## src/rtl/instr_prefetch_buffer.sv

```systemverilog
// Instruction prefetch buffer.
//
// Sits between a multi-cycle instruction memory and the fetch/decode
// pipeline register. Owns the sequential fetch PC, issues one outstanding
// req/ack read at a time, and queues each returned word with its PC in a
// small FIFO. A redirect flushes the FIFO and restarts fetch at the target.
// Any response still in flight for the old path is dropped.
//
// Ports:
//   clk, rst_n       clock, asynchronous active-low reset
//   redirect_i       execute-stage redirect (taken branch / jump)
//   redirect_pc_i    redirect target (low two bits ignored)
//   mem_req_o        read request, high while a read is outstanding
//   mem_addr_o       word-aligned read address, stable until ack
//   mem_ack_i        one-cycle response strobe, mem_data_i valid with it
//   mem_data_i       returned instruction word
//   instr_o, pc_o    head-of-FIFO instruction and its PC (0 when empty)
//   pc_plus4_o       pc_o + 4, wrapping
//   valid_o          FIFO not empty
//   ready_i          consumer takes the head entry this cycle
module instr_prefetch_buffer #(
    parameter int                    DATA_WIDTH = 32,
    parameter int                    DEPTH      = 4,
    parameter logic [DATA_WIDTH-1:0] RESET_PC   = '0
) (
    input  logic                  clk,
    input  logic                  rst_n,
    input  logic                  redirect_i,
    input  logic [DATA_WIDTH-1:0] redirect_pc_i,
    output logic                  mem_req_o,
    output logic [DATA_WIDTH-1:0] mem_addr_o,
    input  logic                  mem_ack_i,
    input  logic [DATA_WIDTH-1:0] mem_data_i,
    output logic [DATA_WIDTH-1:0] instr_o,
    output logic [DATA_WIDTH-1:0] pc_o,
    output logic [DATA_WIDTH-1:0] pc_plus4_o,
    output logic                  valid_o,
    input  logic                  ready_i
);

    localparam int PTR_W = $clog2(DEPTH);
    localparam int CNT_W = PTR_W + 1;
    localparam logic [CNT_W-1:0]      DEPTH_C    = CNT_W'(DEPTH);
    localparam logic [DATA_WIDTH-1:0] PC_STEP    = DATA_WIDTH'(4);
    localparam logic [DATA_WIDTH-1:0] ALIGN_MASK = ~DATA_WIDTH'(3);

    // IDLE: nothing outstanding. REQ: outstanding, response kept.
    // DISCARD: outstanding, response belongs to a flushed path.
    typedef enum logic [1:0] {
        ST_IDLE    = 2'd0,
        ST_REQ     = 2'd1,
        ST_DISCARD = 2'd2
    } state_t;

    state_t                  state_q, state_d;
    logic [DATA_WIDTH-1:0]   fetch_pc_q;
    logic [DATA_WIDTH-1:0]   addr_q;
    logic [CNT_W-1:0]        count_q;
    logic [PTR_W-1:0]        rd_ptr_q, wr_ptr_q;
    logic [DATA_WIDTH-1:0]   instr_mem [DEPTH];
    logic [DATA_WIDTH-1:0]   pc_mem    [DEPTH];

    logic [DATA_WIDTH-1:0]   target_pc;
    logic [DATA_WIDTH-1:0]   next_addr;
    logic                    push, pop;
    logic                    start_idle, chain;
    logic [CNT_W-1:0]        count_nxt;

    assign target_pc = redirect_pc_i & ALIGN_MASK;
    assign next_addr = addr_q + PC_STEP;

    // A response is kept only in REQ and only when no redirect flushes it.
    assign push = (state_q == ST_REQ) & mem_ack_i & ~redirect_i;
    assign pop  = valid_o & ready_i & ~redirect_i;

    assign count_nxt = count_q + CNT_W'(push) - CNT_W'(pop);

    // Issuing reserves a FIFO slot for the response, so a request only
    // goes out while the FIFO (after this cycle's push/pop) has room.
    assign start_idle = (state_q == ST_IDLE) & ~redirect_i & (count_q < DEPTH_C);
    assign chain      = push & (count_nxt < DEPTH_C);

    // State register
    always_ff @(posedge clk or negedge rst_n) begin
        if (!rst_n) begin
            state_q <= ST_IDLE;
        end else begin
            state_q <= state_d;
        end
    end

    // Next-state logic
    always_comb begin
        state_d = state_q;
        case (state_q)
            ST_IDLE: begin
                if (start_idle) state_d = ST_REQ;
            end
            ST_REQ: begin
                if (mem_ack_i) begin
                    state_d = chain ? ST_REQ : ST_IDLE;
                end else if (redirect_i) begin
                    state_d = ST_DISCARD;
                end
            end
            ST_DISCARD: begin
                if (mem_ack_i) state_d = ST_IDLE;
            end
            default: state_d = ST_IDLE;
        endcase
    end

    // Output logic
    always_comb begin
        mem_req_o = (state_q == ST_REQ) || (state_q == ST_DISCARD);
    end

    // Fetch PC, request address, FIFO bookkeeping
    always_ff @(posedge clk or negedge rst_n) begin
        if (!rst_n) begin
            fetch_pc_q <= RESET_PC;
            addr_q     <= RESET_PC;
            count_q    <= '0;
            rd_ptr_q   <= '0;
            wr_ptr_q   <= '0;
        end else begin
            if (redirect_i) begin
                fetch_pc_q <= target_pc;
            end else if (push) begin
                fetch_pc_q <= next_addr;
            end

            if (start_idle) begin
                addr_q <= fetch_pc_q;
            end else if (chain) begin
                addr_q <= next_addr;
            end

            if (redirect_i) begin
                count_q  <= '0;
                rd_ptr_q <= '0;
                wr_ptr_q <= '0;
            end else begin
                count_q <= count_nxt;
                if (push) wr_ptr_q <= wr_ptr_q + PTR_W'(1);
                if (pop)  rd_ptr_q <= rd_ptr_q + PTR_W'(1);
            end
        end
    end

    // FIFO storage carries no reset; the head is masked while empty.
    always_ff @(posedge clk) begin
        if (push) begin
            instr_mem[wr_ptr_q] <= mem_data_i;
            pc_mem[wr_ptr_q]    <= addr_q;
        end
    end

    assign mem_addr_o = addr_q;
    assign valid_o    = (count_q != '0);
    assign instr_o    = valid_o ? instr_mem[rd_ptr_q] : '0;
    assign pc_o       = valid_o ? pc_mem[rd_ptr_q]    : '0;
    assign pc_plus4_o = pc_o + PC_STEP;

endmodule

```

## config.mk

```make
export PLATFORM = sky130hd
export DESIGN_NAME = instr_prefetch_buffer
export DESIGN_NICKNAME = d
export VERILOG_FILES = /design/src/rtl/instr_prefetch_buffer.sv
export SDC_FILE = /design/constraint.sdc
export NUM_CORES = 1
export LEC_CHECK = 0
export ABC_AREA = 1
export ABC_CLOCK_PERIOD_IN_PS = 6590
export BUFFER_PORTS_ARGS = -buffer_cell sky130_fd_sc_hd__buf_4
export CAP_MARGIN = 0
export CORE_ASPECT_RATIO = 1.5
export CORE_MARGIN = 3
export CORE_UTILIZATION = 65
export CTS_BUF_LIST = sky130_fd_sc_hd__clkbuf_8
export CTS_CLUSTER_DIAMETER = 50
export CTS_CLUSTER_SIZE = 16
export DETAILED_ROUTE_END_ITERATION = 10
export PLACE_DENSITY_LB_ADDON = 0.05
export RECOVER_POWER = 25
export SLEW_MARGIN = 20
export SYNTH_ARGS = -nofsm -noshare
export SYNTH_HDL_FRONTEND = slang
export SYNTH_SLANG_ARGS = --single-unit
export TNS_END_PERCENT = 1
```

## constraint.sdc

```tcl
create_clock -name clk -period 6.59 [get_ports clk]
set_input_delay 1.318 -clock clk [delete_from_list [all_inputs] [get_ports clk]]
set_output_delay 1.318 -clock clk [all_outputs]
set_load 0.03 [all_outputs]
```

== After elaboration in Yosys (flattened, before gate mapping) ==
Memory sizes are Yosys's and may differ from the RTL's.
Index checks and enable logic that the tools add are counted.

* Memories: 2
* Register bits after elaboration: 73
* Logic and storage cells: 55
* Bits in writable memories: 256
* Output and inout port bits: 130

{| class="wikitable"
|+ Memories
! memory !! words !! width !! rd ports !! clocked after memory_dff !! wr ports !! line !! RTL
|-
| instr_mem || 4 || 32 || 1 || 0 || 1 || 60 || <nowiki>logic [DATA_WIDTH-1:0] instr_mem [DEPTH];</nowiki>
|-
| pc_mem || 4 || 32 || 1 || 0 || 1 || 61 || <nowiki>logic [DATA_WIDTH-1:0] pc_mem [DEPTH];</nowiki>
|}

* Add/sub/neg operators: 6
* Equality and inequality tests: 5
* Muxes and demuxes: 19
* Reduce and logical (&&, ||, !) cells: 7
* Bitwise gates (word level): 8
* Order comparisons: 2

{| class="wikitable"
|+ Operators with widths
! kind !! count
|-
| $mux W32 || 6
|-
| $add A32 B3 Y32 const B || 2
|-
| $mux W2 || 8
|-
| $and A1 B1 Y1 || 7
|-
| $lt A3 B3 Y1 const B || 2
|-
| $pmux W2 S3 || 1
|-
| $reduce_bool A2 Y1 || 3
|-
| $add A2 B1 Y2 const B || 2
|-
| $ne A2 B2 Y1 const B || 2
|-
| $add A3 B1 Y3 || 1
|-
| $mux W1 || 3
|-
| $mux W3 || 1
|-
| $ne A3 B3 Y1 const B || 1
|-
| $reduce_and A3 Y1 || 1
|-
| $reduce_bool A3 Y1 || 1
|-
| $sub A3 B1 Y3 || 1
|-
| $eq A2 B1 Y1 const B || 1
|-
| $eq A2 B2 Y1 const B || 1
|-
| $logic_not A2 Y1 || 1
|-
| $logic_or A1 B1 Y1 || 1
|-
| $not A1 Y1 || 1
|}

== Logic depth before layout (Yosys ltp) ==
* Depth after elaboration: 10
* Gate-level depth with buffers: 21
* Gate-level depth less buffers: 19

== Worst setup path before layout ==
OpenSTA, ideal clock, no wires.

* Path kind: input -> register
* Start point: input redirect_i
* End point: memory instr_mem[0][0], enable pin
* Setup time: 487 ps
* Path buffers: 3
* Slack: 1375 ps
* Required time: 6103 ps
* Cell stages on the path: 6
* Arrival: 4728 ps
* Cell sequence: buf_2 nor2_1 buf_2 inv_1 clkbuf_1 nor2_1

* Longest elaborated chain between the ends: 4

{| class="wikitable"
|+ Ends and longest elaborated chain
! item !! line !! RTL
|-
| start, declared || 28 || <nowiki>input logic redirect_i,</nowiki>
|-
| $not A1 Y1 || 73 || <nowiki>assign push = (state_q == ST_REQ) & mem_ack_i & ~redirect_i;</nowiki>
|-
| $and A1 B1 Y1 || 73 ||
|-
| $mux W1 || 153 || <nowiki>if (push) begin</nowiki>
|-
| $mux W1 (not written as such) || 154 || <nowiki>instr_mem[wr_ptr_q] <= mem_data_i;</nowiki>
|-
| end, declared || 60 ||
|}

Every way passes these cells.

== Worst setup path in the final report ==
* Start point: register rd_ptr_q[0]
* End point: output pc_plus4_o[16]

* Longest elaborated chain between the ends: 3

{| class="wikitable"
|+ Ends and longest elaborated chain
! item !! line !! RTL
|-
| start, declared || 59 || <nowiki>logic [PTR_W-1:0] rd_ptr_q, wr_ptr_q;</nowiki>
|-
| start signal, assigned || 146 || <nowiki>if (pop) rd_ptr_q <= rd_ptr_q + PTR_W'(1);</nowiki>
|-
| $mem_v2 Z4 W32 || n/a ||
|-
| $mux W32 || 162 || <nowiki>assign pc_o = valid_o ? pc_mem[rd_ptr_q] : '0;</nowiki>
|-
| $add A32 B3 Y32 || 163 || <nowiki>assign pc_plus4_o = pc_o + PC_STEP;</nowiki>
|-
| end, declared || 36 || <nowiki>output logic [DATA_WIDTH-1:0] pc_plus4_o,</nowiki>
|}

Every way passes these cells.

==> impl_results.md <==
* Largest net degree at the start of global routing at 128
* TritonCTS Buffers at 26
* Hold_buf cts at 0
* Slew Viols, Final at 0
* CP Launch Type: register
* Asr flop ratio synth at 22.2%
* Synth Flop Type: edfxtp_1
* First-pass GRT wire length at 60.5 mm
* Library cells used by synthesis at 34
* Int Power at 3.94 mW
* CTS tree: done
* Final nets at 1851
* Synth area leader: edfxtp_1
* Period utilisation layout at 78.0%
* Sum Neg Setup Slack at 0 ps
* Initial antenna violation count at 0
* DR vias/cell at around 5.6
* Die area at 25800 µm²
* Clock sinks at 329
* Setup Skew at 35.5 ps
* Gate Count Post-Synth at 1604
* Worst reg-to-reg setup slack at ~2200 ps
* Syn-to-layout area delta at 13.0%
* Clock power frac at 14.8%
* Critical Path Fanout Max at 127
* Power per cell area at 410 nW/µm²
* Crit path time final at 5140 ps
* P_leak at 7.29 nW
* Die Wd at 132 µm
* Flop pwr share at 40.3%
* RSZ-0062 raised after global routing: no
* Root Driver: clkbuf_8
* Crit Path Category: reg2out
* Setup crit end kind: output port
* Yosys warns at 0
* FMAX at 194 MHz
* Iter 0 DRT Violations at 831
* Row cnt at 68
* Post-synthesis sequential area ratio at 61.4%
* CP required at between 5000 and 6000 ps
* Chip Height at 195 µm
* Top-area cell type share of the netlist area at 49.6%
* Antenna Cells at 0
* Layout cells sized above 1 at 16.9%
* #FFs+latches synth at 329
* Worst-path clk slew at 90 ps
* Net Sw Power at approximately 3.2 mW
* Via count at 11700
* Max_slew headroom at 29.0%
* Routed WL per cell at 18.3 µm
* Cell area after synthesis at ~16000 µm²
* Syn nets at 1685
* VDD IR-drop max at 0.000357 V
* Remaining DRCs at 0
* GRT Total Usage at 29.5%
* Syn avg cell area at between 9 and 10 µm²
* Global route total overflow at 0
* Outcome: finished, final reports clean
* Slew @ Worst Pin at 1070 ps
* Comb pwr share at 44.9%
* HP Class: reg2reg
* DRT Pass-1 Iters at 5
* Commonest non-fill, non-tap cell in the layout: nand2_1
* EDFF count, synth at 256
* IO Count at 199
* Setup bufs post-CTS at 0
* Post-CTS resize count at 0
* Switching share of power at between 40% and 50%
* Largest cells by area after synthesis: edfxtp_1 50%, dfrtp_1 12%, nand2_1 11%, nor2_1 5.3%, nand3_1 3.9%
* CTS H-tree depth at 1
* Initial core utilization at 66.8%
* Final RePlAce weighted congestion at 0.953
* Core area at about 23000 µm²
* Vias in the first global route at 12000
* CP Data Arrival Time at 3820 ps
* Max Cap Violations at 0
* Detail Placement HPWL at 25.2 mm
* Finish-stage setup viols at 0
* Total power at 7.17 mW
* Final Hold Vio Count at 0
* Antenna Nets Post-Route at 0
* Longest Clk Path Bufs at 3
* PortBufs at 196
* Most frequent cells in the layout: 448 x nand2_1, 256 x edfxtp_1, 215 x nor2_1
* Skew-Pair Late Insertion Delay at 570 ps
* Detailed Route WL at about 38 mm
cell usage after synthesis (3+ instances only):
cell / instances
a21oi_1: 41
o21ai_0: 91
nand2_2: 17
nand3_2: 6
nand4_1: 15
buf_1: 4
o211ai_1: 11
nor2_2: 18
xor2_1: 35
nor3_1: 4
edfxtp_1: 256
nand2_1: 448
buf_2: 28
nor2_4: 20
o22ai_1: 3
nand3_1: 122
buf_4: 13
clkbuf_1: 17
nor2_1: 219
xnor2_1: 9
o21bai_1: 3
inv_2: 10
inv_1: 115
dfrtp_1: 73
ha_1: 11
buf_6: 7
cell families (layout without fill, tap and decap cells):
logic type,after synthesis,after routing,share of synthesized area [%]
adders and majority gates,12,12,1.02
AOI/OAI and AO/OA,150,150,5.09
buffers and inverters,196,382,5.75
and+or+nand+nor,873,873,24.3
xor gates and xnor gates,44,44,2.49
DFF,329,329,61.4
power groups by stage:
| stage | registers (mW) | logic, mW | clock network, mW |
|---|---|---|---|
| 4_1_cts | 2.88 | 3.24 | 1.08 |
| 2_1_floorplan | 2.92 | 2.07 | 0 |
| 5_1_grt | 2.92 | 3.48 | 1.15 |
| 3_5_place_dp | 2.92 | 3.23 | 0 |
| 6_report | 2.89 | 3.22 | 1.06 |
| 3_3_place_gp | 2.91 | 3.17 | 0 |
state kept, by name, summed over array words and instances, names as in the netlist:
register and flops:
instr_mem 128, pc_mem 128, fetch_pc_q 32, mem_addr_o 32, count_q 3, rd_ptr_q 2, state_q 2, wr_ptr_q 2
layout make-up:
| class | count | area, µm² |
|---|---|---|
| fillers | 1697 | 5710 |
| flip-flops and latches | 329 | 9520 |
| clock buffers | 26 | 358 |
| well taps | 315 | 394 |
| multi-input cells | 1079 | 5130 |
| inverters | 126 | 480 |
| repair buffers | 208 | 1490 |
| clock inverters | 22 | 143 |
final timing paths:
check / startpoint / to / cells after the start
max: rd_ptr_q[0]$_DFFE_PN0P_ / pc_plus4_o[16] / 12
min: fetch_pc_q[17]$_DFFE_PN0P_ / mem_addr_o[17]$_DFFE_PN0P_ / 2
max reg2reg: state_q[1]$_DFFE_PN0P_ / mem_addr_o[26]$_DFFE_PN0P_ / 20
min reg2reg: fetch_pc_q[17]$_DFFE_PN0P_ / mem_addr_o[17]$_DFFE_PN0P_ / 2
max in group asynchronous: rst_n / rd_ptr_q[0]$_DFFE_PN0P_ / 1
min in group asynchronous: rst_n / fetch_pc_q[8]$_DFFE_PN0P_ / 1
routing by layer:
metal  GRT usage, %  part of all wire, %  vias up
li1               -                    -     5587
met1           33.5                   36     5553
met2           54.5                   53      454
met3           3.66                  6.2      110
met4           14.4                  4.8        0
met5              0                    0        -
critical path: stages (launching register included):
cell and delay, ps:
dfrtp_4 710, inv_8 300, nand2_1 140, nand3_1 110, a21oi_1 390, ha_1 310
nand3_1 110, nor2_2 190, nand2_1 180, inv_1 140, nand2_1 80, xor2_1 280
buf_4 220
per-stage QoR:
step / hold slack, ps / std cells / util, % / setup WS [ps] / instance area [µm²]
floorplan: 453 / 1604 / - / 1380 / 15500
global placement: 462 / 2057 / 73.6 / 1330 / 17100
detailed placement: 479 / 2057 / 73.6 / 1270 / 17100
CTS: 501 / 2105 / 75.7 / 1400 / 17600
global route: 526 / 2105 / 75.4 / 1170 / 17500
finish: 503 / 2105 / 75.4 / 1450 / 17500
No activity file was read; power rests on OpenSTA's default activity.
